File: config.mk
export PLATFORM = sky130hd
export DESIGN_NAME = rx_pad_stripper
export DESIGN_NICKNAME = d
export VERILOG_FILES = /design/src/rtl/rx_pad_stripper.sv
export SDC_FILE = /design/constraint.sdc
export NUM_CORES = 1
export LEC_CHECK = 0
export BUFFER_PORTS_ARGS = -buffer_cell sky130_fd_sc_hd__buf_2
export CAP_MARGIN = 20
export CORE_ASPECT_RATIO = 0.9
export CORE_MARGIN = 8
export CORE_UTILIZATION = 40
export DETAILED_ROUTE_END_ITERATION = 6
export SKIP_CTS_REPAIR_TIMING = 1
export SLEW_MARGIN = 5
export SYNTH_ARGS = -nofsm -noshare
export SYNTH_HDL_FRONTEND = slang
export SYNTH_SLANG_ARGS = --single-unit
File: constraint.sdc
create_clock -name rxclk -period 6.2 [get_ports rxclk]
set_clock_uncertainty 0.1 [all_clocks]
set_input_delay 1.24 -clock rxclk [delete_from_list [all_inputs] [get_ports rxclk]]
set_output_delay 1.24 -clock rxclk [all_outputs]
set_load 0.02 [all_outputs]
File: src/rtl/rx_pad_stripper.sv
// rx_pad_stripper: removes Ethernet pad bytes from a 64-bit receive data path, one cycle of latency.
// Optional strip statistics (strip_cnt output) are built when RX_PAD_STRIP_STATS_EN is defined.

module rx_pad_lane #(
   parameter int LANE_IDX = 0,
   parameter int LANE_W   = 8
) (
   input  logic [LANE_W-1:0] din,
   input  logic              full,
   input  logic [2:0]        bits,
   output logic              keep,
   output logic [LANE_W-1:0] dout
);
   // A lane survives on a full word, or on the tail word when it lies below the true byte count.
   assign keep = full | (LANE_IDX < int'(bits));
   assign dout = keep ? din : '0;
endmodule

module rx_pad_stripper (
   input  logic        rxclk,
   input  logic        reset,
   input  logic [63:0] in_data,
   input  logic        in_valid,
   input  logic        in_sop,
   input  logic        in_eop,
   input  logic        len_strobe,
   input  logic        small_frame,
   input  logic [12:0] small_integer_cnt,
   input  logic [2:0]  small_bits_more,
   output logic [63:0] out_data,
   output logic        out_valid,
   output logic [7:0]  out_keep,
   output logic        out_eop,
   output logic        short_err
`ifdef RX_PAD_STRIP_STATS_EN
   ,
   output logic [15:0] strip_cnt
`endif
);
   localparam int NUM_LANES = 8;
   localparam int LANE_W    = 8;

   typedef enum logic [1:0] {IDLE, PASS, STRIP, DROP} state_t;

   state_t      state, nxt_state, act_state;
   logic [12:0] w, nxt_w, act_w;
   logic [12:0] cnt_q, act_cnt;
   logic [2:0]  bits_q, act_bits;
   logic        start, emit, full, eop_n, serr_n, last_full;

   logic [NUM_LANES-1:0]             lane_keep;
   logic [NUM_LANES-1:0][LANE_W-1:0] lane_data;

   // The sop word is decoded under the state it opens, with the freshly sampled length.
   always_comb begin
      start     = 1'b0;
      nxt_state = state;
      nxt_w     = w;
      act_state = state;
      act_w     = w;
      act_cnt   = cnt_q;
      act_bits  = bits_q;
      emit      = 1'b0;
      full      = 1'b0;
      eop_n     = 1'b0;
      serr_n    = 1'b0;
      last_full = 1'b0;
      if (in_valid) begin
         if (state == IDLE && in_sop) begin
            start     = 1'b1;
            act_state = (len_strobe && small_frame) ? STRIP : PASS;
            act_w     = '0;
            act_cnt   = small_integer_cnt;
            act_bits  = small_bits_more;
         end
         nxt_state = act_state;
         case (act_state)
            PASS: begin
               emit  = 1'b1;
               full  = 1'b1;
               eop_n = in_eop;
               if (in_eop) nxt_state = IDLE;
            end
            STRIP: begin
               emit      = 1'b1;
               nxt_w     = act_w + 13'd1;
               last_full = (act_cnt != '0) && (act_w == act_cnt - 13'd1) && (act_bits == 3'd0);
               if (act_w < act_cnt) begin
                  full = 1'b1;
                  if (last_full) begin
                     eop_n     = 1'b1;
                     nxt_state = in_eop ? IDLE : DROP;
                  end else if (in_eop) begin
                     eop_n     = 1'b1;
                     serr_n    = 1'b1;
                     nxt_state = IDLE;
                  end
               end else begin
                  // Tail word; with no true bytes at all this carries an empty keep.
                  eop_n     = 1'b1;
                  nxt_state = in_eop ? IDLE : DROP;
               end
            end
            DROP: if (in_eop) nxt_state = IDLE;
            default: ;
         endcase
         if (nxt_state == IDLE) nxt_w = '0;
      end
   end

   for (genvar i = 0; i < NUM_LANES; i++) begin : g_lane
      rx_pad_lane #(.LANE_IDX(i), .LANE_W(LANE_W)) u_lane (
         .din  (in_data[i*LANE_W +: LANE_W]),
         .full (full),
         .bits (act_bits),
         .keep (lane_keep[i]),
         .dout (lane_data[i])
      );
   end

   always_ff @(posedge rxclk or posedge reset) begin
      if (reset) begin
         state     <= IDLE;
         w         <= '0;
         cnt_q     <= '0;
         bits_q    <= '0;
         out_data  <= '0;
         out_valid <= 1'b0;
         out_keep  <= '0;
         out_eop   <= 1'b0;
         short_err <= 1'b0;
      end else begin
         state     <= nxt_state;
         w         <= nxt_w;
         if (start) begin
            cnt_q  <= small_integer_cnt;
            bits_q <= small_bits_more;
         end
         out_valid <= emit;
         out_keep  <= emit ? lane_keep : '0;
         out_eop   <= eop_n;
         short_err <= serr_n;
         if (emit) out_data <= lane_data;
      end
   end

`ifdef RX_PAD_STRIP_STATS_EN
   logic strip_eop;
   assign strip_eop = emit && eop_n && (act_state == STRIP);

   always_ff @(posedge rxclk or posedge reset) begin
      if (reset)                             strip_cnt <= '0;
      else if (strip_eop && strip_cnt != '1) strip_cnt <= strip_cnt + 16'd1;
   end
`endif
endmodule

==> flow_summary.toml, run 1 <==
[critical_path]
regToRegStartpoint = "state[1]$_DFFE_PP0P_"
cells_on_worst_reg2reg_path = 13
worstPathArrival_ps = 5510
timing.reg2reg.setup_slack_ps = 1330
timing.critical_path.fanout_max = 20
worst_setup_path_start_kind = "primary input"
r2r_end = "out_data[2]$_DFFE_PP0P_"
setup.worst_path.class = "in -> reg"
endpoint_kind = "flop"
cp_data_required_time_ps = 6340

[routing]
drt-vias-per-instance = 5.59
drcViolationCount = 0
drt-initial-drc-count = 302
wl_per_cell_um = 19.2
drt.antenna.violating_nets = 0
drt_pre_antenna_iters = 4
wirelength_mm = 16.2
routed-via-count = 4733

[placed_design]
dp_worst_setup_slack_ps = 443
port_buffers = 161
dp_hpwl_mm = 12.3
gp_congestion = 0.891

[sta]
postLayoutSetupSlackWorst_ps = 831
worst_hold_slack_ps = 382
maxSlewViolCount = 0
slew_headroom_pct = 38.5
aggregate_negative_setup_slack_ps = 0
final_hold_viol_count = 0
period_share_pct = 86.6
timing.final.crit_period_ps = 5370
grt_setup_unrepaired = "no"
fmax_ghz = 0.186
worst_pin_slew_ps = 920
timing.final.setup_violations = 0

[min_path]
hold_path.startpoint = "out_data[27]$_DFFE_PP0P_"
hold-path-cell-count = 2
timing.hold.worst.class = "reg -> reg"
whs_endpoint = "out_data[27]$_DFFE_PP0P_"

[global_route]
globalRouteOverflowTotal = 0
grt_util_all_layers_pct = 18.6
largest_net_degree_at_the_start_of_global_routing = 61
grt_pass1_vias = 5120
grt_first_pass_wirelength_mm = 26.6
antenna_violations_before_repair = 2

[run]
max_cap_violations = 0

[layout]
commonest_non_fill_non_tap_cells_in_the_layout = "161 x sky130_fd_sc_hd__buf_2, 106 x sky130_fd_sc_hd__dfrtp_1, 62 x sky130_fd_sc_hd__nand2_1, 51 x sky130_fd_sc_hd__a22o_1, 29 x sky130_fd_sc_hd__o21ai_0"
most_frequent_standard_cell_in_the_layout_excluding_fill_and_tap_cells = "sky130_fd_sc_hd__buf_2"
num-nets-final = 772
drive_above_1_share_pct = 33.4
syn2layout_area_growth_pct = 21.8

[synth]
syn_nets = 628
post_synth_instance_area_um2 = 5570
synth_async_sr_flop_share_pct = 100
synth_cell_type_count = 70
ys_seq_elements = 106
synth_warnings = 0
syn-instance-count = 525
yosys_most_used_dff = "sky130_fd_sc_hd__dfrtp_1"
synth_edf_count = 0
ys_seq_area_share_pct = 47.6
synthesis.area_per_instance_um2 = 10.6

[clock_tree]
htree_num_levels = 3
cts_made_buffers = 9
clockBufferDepth = 2
cts_tree = "yes"
cts-root-buf = "sky130_fd_sc_hd__clkbuf_16"
clk-insertion-delay-late_ps = 350
clk_pin_slew_ps = 80
tritoncts_num_sinks = 106

[power]
power-per-cell-area_nw_per_um2 = 422
share_comb_of_total_power_pct = 41.3
clock_network_fraction_of_design_power_pct = 19.8
sw_frac_of_total_pct = 41.4
p_int_mw = 1.68
p_seq_share_pct = 38.9
leakage_component_of_the_power_nw = 3.30
ir_worst_vdd_v = 0.000227
power.switching_mw = 1.19

[floorplanning]
fp.dieW_um = 140
design.portCount = 162
die-height_um = 128
initial_utilization_pct = 40.4
placeableCoreArea_um2 = 13800
rows = 41
floorplan.die_area_um2 = 18000

[run_status]
run_status = "finished clean"
## worst max path at each step
stage           start                 endpoint  cells past startpoint
2_1_floorplan  in_sop         w[7]$_DFFE_PP0P_                     17
3_3_place_gp   in_sop  out_data[1]$_DFFE_PP0P_                     14
3_5_place_dp   in_sop  out_data[2]$_DFFE_PP0P_                     14
4_1_cts        in_sop  out_data[2]$_DFFE_PP0P_                     14
5_1_grt        in_sop  out_data[2]$_DFFE_PP0P_                     14
6_report       in_sop  out_data[2]$_DFFE_PP0P_                     14
## area by class of cell
type / count / area, um2
Fill cell: 1307 / 7010
Sequential cell: 106 / 2650
Inverter: 14 / 55.1
Tap cell: 172 / 215
Multi-Input combinational cell: 370 / 2710
Clock buffer: 10 / 239
Clock inverter: 6 / 60.1
Timing Repair Buffer: 168 / 858
Antenna cell: 1 / 2.50
## cells in the mapped netlist, drive strengths merged, types with 3 or more instances
cell	number	area [um2]
a21boi	4	33.8
a21o	5	37.5
xnor2	10	87.6
or3	4	30.0
mux2i	16	189
dfrtp	106	2650
o21ai	33	169
nor3b	3	27.5
mux2	15	169
o22ai	3	25.0
nand2	63	236
and2	12	75.1
nand2b	5	38.8
and4	3	26.3
nor3	14	70.1
clkbuf	23	86.3
o311ai	4	57.6
nor2	13	48.8
nor4	10	62.6
nand4	8	50.1
buf	12	82.6
a22o	51	447
xor2	10	87.6
ha	16	200
nor2b	3	18.8
inv	13	48.8
nand3	13	65.1
a21oi	13	87.6
o31ai	3	22.5
and3	3	18.8
a31oi	7	56.3
## per-stage QoR
step	power [mW]	instance area [um2]	utilization [%]	std cells
2_1_floorplan	1.90	5570	-	525
3_3_place_gp	2.30	6490	47.0	830
3_5_place_dp	2.32	6490	47.0	830
4_1_cts	2.90	6790	49.2	846
5_1_grt	3.06	6790	49.2	847
6_report	2.87	6790	49.2	847
## power by group through the flow
stage | Sequential, mW | Combinational [mW] | Clock, mW
after floorplan | 1.33 | 0.573 | 0
after global placement | 1.12 | 1.18 | 0
after detailed placement | 1.11 | 1.21 | 0
after CTS | 1.12 | 1.20 | 0.589
after global routing | 1.15 | 1.29 | 0.615
final | 1.12 | 1.18 | 0.569
## sequential cells by signal, summed over array words and instances (netlist names)
name / flops
short_err: 1
w: 13
out_keep: 8
cnt_q: 13
out_valid: 1
out_eop: 1
bits_q: 3
out_data: 64
state: 2
## metal layers
layer / vias to the layer above / track usage, % / wire [um]
met3: 24 / 7.22 / 1360
met5: - / 0 / 10
met1: 2316 / 22.8 / 7030
li1: 2218 / - / -
met2: 173 / 29.0 / 7550
met4: 2 / 7.02 / 291
## logic make-up (layout without fill, tap and decap cells)
| kind of cell | after synthesis | in the layout | share of synthesized area [%] |
|---|---|---|---|
| AND/OR/NAND/NOR | 158 | 158 | 14.4 |
| XOR/XNOR | 20 | 20 | 3.14 |
| other | 0 | 1 | 0 |
| adder cells (fa/ha/maj) | 16 | 16 | 3.59 |
| multiplexers | 31 | 31 | 6.42 |
| buffers and inverters | 49 | 198 | 3.97 |
| AO/OA/AOI/OAI | 145 | 145 | 20.9 |
| flip-flops | 106 | 106 | 47.6 |
## critical path, stage by stage
cell	delay [ps]
sky130_fd_sc_hd__buf_2	90
sky130_fd_sc_hd__or3b_1	710
sky130_fd_sc_hd__buf_4	350
sky130_fd_sc_hd__and2_1	190
sky130_fd_sc_hd__ha_1	270
sky130_fd_sc_hd__nor2b_1	110
sky130_fd_sc_hd__o21ai_0	80
sky130_fd_sc_hd__o311ai_0	110
sky130_fd_sc_hd__a221o_1	230
sky130_fd_sc_hd__a31oi_2	130
sky130_fd_sc_hd__a21oi_2	500
sky130_fd_sc_hd__nor2b_1	810
sky130_fd_sc_hd__a31oi_2	380
sky130_fd_sc_hd__a22o_1	290
No activity file was read; power rests on OpenSTA's default activity.
==> run 2: changes to the inputs <==
--- a/config.mk
+++ b/config.mk
@@ -5,6 +5,7 @@
 export SDC_FILE = /design/constraint.sdc
 export NUM_CORES = 1
 export LEC_CHECK = 0
+export ABC_AREA = 1
 export BUFFER_PORTS_ARGS = -buffer_cell sky130_fd_sc_hd__buf_2
 export CAP_MARGIN = 20
 export CORE_ASPECT_RATIO = 0.9
==> run 2 against run 1 <==
Net effect: flip-flop and latch count is the same; non-clock buffer count shrank 5; clock power grew 3%; synthesized area grew 2.5%; via count grew 9.5%; clock-buffer cell count is the same; wire length shrank 1.3%; core utilization grew 0.56 points; die area grew 2.2%; maximum frequency grew 32%; final cell count grew 32%; largest cell class is now registers.
==> flow_summary.toml, run 2 <==
[run]
max_cap_violations = 0

[synth]
synth_warnings = 0
synth_cell_type_count = 39
post_synth_instance_area_um2 = 5710
synth_largest_type_area_fraction_pct = 46.4
post-synth-top-area-cell = "sky130_fd_sc_hd__dfrtp_1"
synth_most_common_cell = "sky130_fd_sc_hd__nand2_1"
post_synth_main_area_contributors = "sky130_fd_sc_hd__dfrtp_1 46%, sky130_fd_sc_hd__nand2_1 21%, sky130_fd_sc_hd__inv_1 5.8%, sky130_fd_sc_hd__nand3_1 3.9%, sky130_fd_sc_hd__ha_1 3.5%"
syn_nets = 868
synthesis.area_per_instance_um2 = 7.47
syn-instance-count = 765
ys_seq_elements = 106
ys_seq_area_share_pct = 46.4
synth_async_sr_flop_share_pct = 100
synth_edf_count = 0
yosys_most_used_dff = "sky130_fd_sc_hd__dfrtp_1"
netlist_top_cells_count = "326 x sky130_fd_sc_hd__nand2_1, 106 x sky130_fd_sc_hd__dfrtp_1, 89 x sky130_fd_sc_hd__inv_1"

[routing]
routed-via-count = 5185
drt-vias-per-instance = 4.64
drt-initial-drc-count = 293
wl_per_cell_um = 14.3
wirelength_mm = 16.0
drcViolationCount = 0
drt.antenna.violating_nets = 0
drt_pre_antenna_iters = 4

[clock_tree]
clockBufferDepth = 2
tritoncts_num_sinks = 106
clk_pin_slew_ps = 70
cts_made_buffers = 9
cts_tree = "yes"
clk-insertion-delay-late_ps = 350
htree_num_levels = 3
cts-root-buf = "sky130_fd_sc_hd__clkbuf_16"

[sta]
timing.final.setup_violations = 0
timing.final.crit_period_ps = 4080
grt_setup_unrepaired = "no"
final_hold_viol_count = 0
fmax_ghz = 0.245
period_share_pct = 65.8
maxSlewViolCount = 0
aggregate_negative_setup_slack_ps = 0
postLayoutSetupSlackWorst_ps = 2120
worst_pin_slew_ps = 829
slew_headroom_pct = 44.6

[global_route]
grt_pass1_vias = 5204
grt_util_all_layers_pct = 18.3
largest_net_degree_at_the_start_of_global_routing = 66
grt.met3_usage_pct = 7.76
gr-usage-met2_pct = 28.6
antenna_violations_before_repair = 0
grt_first_pass_wirelength_mm = 26.6
globalRouteOverflowTotal = 0
grt.met1_usage_pct = 23.1
busiest_layer = "met2"

[placed_design]
dp_hpwl_mm = 12.3
dp_worst_setup_slack_ps = 1750
placed_cell_area_um2 = 6670
port_buffers = 161
gp_congestion = 0.828

[power]
clock_network_fraction_of_design_power_pct = 16.8
share_comb_of_total_power_pct = 50.8
sw_frac_of_total_pct = 47.2
p_seq_share_pct = 32.4
ir_worst_vdd_v = 0.000269
leakage_component_of_the_power_nw = 4.06
power.switching_mw = 1.64
p_int_mw = 1.84
power-per-cell-area_nw_per_um2 = 500

[layout]
num-nets-final = 1023
largest_registers = "out_data: 64 flops, cnt_q: 13 flops, w: 13 flops"
seqCellArea_um2 = 2650
largest_reg_by_ff_count = "out_data"
filler_cell_count_in_the_final_layout = 1392
postLayoutCellArea_um2 = 6970
number_of_flip_flops_under_the_largest_register_name = 64
multiInputGateArea_um2 = 2590
antenna_cells = 0
drive_above_1_share_pct = 23.1
syn2layout_area_growth_pct = 22.0
most_frequent_standard_cell_in_the_layout_excluding_fill_and_tap_cells = "sky130_fd_sc_hd__nand2_1"
commonest_non_fill_non_tap_cells_in_the_layout = "325 x sky130_fd_sc_hd__nand2_1, 161 x sky130_fd_sc_hd__buf_2, 106 x sky130_fd_sc_hd__dfrtp_1, 88 x sky130_fd_sc_hd__inv_1, 44 x sky130_fd_sc_hd__nand3_1"

[critical_path]
worst_setup_path_start_kind = "primary input"
endpoint_kind = "flop"
setup.worst_path.class = "in -> reg"
worstPathArrival_ps = 4180
timing.critical_path.fanout_max = 31
cp_data_required_time_ps = 6300

[floorplanning]
fp.dieW_um = 142
design.portCount = 162
initial_utilization_pct = 40.8
die-height_um = 129
floorplan.die_area_um2 = 18400
rows = 41
placeableCoreArea_um2 = 14000

[run_status]
run_status = "finished clean"

[min_path]
timing.hold.worst.class = "reg -> reg"
[run 2: stage by stage]
| step | util, % | total power, mW | instances | hold WS (ps) |
|---|---|---|---|---|
| floorplan | - | 2.39 | 765 | 334 |
| global placement | 47.6 | 2.92 | 1102 | 358 |
| detailed placement | 47.6 | 2.92 | 1102 | 360 |
| CTS | 49.8 | 3.53 | 1118 | 381 |
| global route | 49.8 | 3.81 | 1118 | 392 |
| finish | 49.8 | 3.49 | 1118 | 376 |
[run 2: power groups by stage]
stage	clock [mW]	sequential, mW	combinational, mW
floorplan	0	1.38	1.01
global placement	0	1.14	1.78
detailed placement	0	1.13	1.80
CTS	0.604	1.13	1.79
global route	0.630	1.16	2.01
finish	0.585	1.13	1.77
[run 2: layer usage]
| metal | share of wire, % | vias up |
|---|---|---|
| met2 | 45 | 148 |
| met3 | 9.6 | 10 |
| met4 | 0.80 | 0 |
| li1 | - | 2686 |
| met5 | 0 | - |
| met1 | 44 | 2341 |
[run 2: final cells by class]
type / count / area share [%]
repair buffers: 163 / 11.8
clock inverters: 6 / 1.02
inverters: 97 / 5.26
well taps: 193 / 3.46
flip-flops and latches: 106 / 38.1
clock buffers: 10 / 3.29
multi-input cells: 543 / 37.1
[run 2: cell families (layout without fill, tap and decap cells)]
family                     Yosys count  after routing  share of synthesized area (%)
and+or+nand+nor                    450            450                           33.1
buffers and inverters              116            276                           8.32
DFF                                106            106                           46.4
AOI/OAI and AO/OA                   71             71                           7.60
adders and majority gates           16             16                           3.50
xor gates and xnor gates             6              6                           1.05
[run 2: critical path, cell delays in order]
cell	delay, ps
sky130_fd_sc_hd__buf_2	280
sky130_fd_sc_hd__nand2_1	110
sky130_fd_sc_hd__nor2_2	300
sky130_fd_sc_hd__nand2_1	580
sky130_fd_sc_hd__o21ai_0	600
sky130_fd_sc_hd__inv_1	110
sky130_fd_sc_hd__nor2_1	120
sky130_fd_sc_hd__inv_1	70
sky130_fd_sc_hd__o31ai_2	580
sky130_fd_sc_hd__o21ai_0	180
[run 2: path summary, 6_finish.rpt]
kind / from / cells after the start / end / slack [ps]
worst max register to register: state[1]$_DFFE_PP0P_ / 23 / w[9]$_DFFE_PP0P_ / 2690
min in group asynchronous: reset / 2 / out_data[24]$_DFFE_PP0P_ / 890
max in group asynchronous: reset / 3 / cnt_q[8]$_DFFE_PP0P_ / 3950
worst max-delay path: in_sop / 10 / out_data[5]$_DFFE_PP0P_ / 2120
worst min-delay path: out_data[25]$_DFFE_PP0P_ / 2 / out_data[25]$_DFFE_PP0P_ / 380
worst min register to register: out_data[25]$_DFFE_PP0P_ / 2 / out_data[25]$_DFFE_PP0P_ / 380
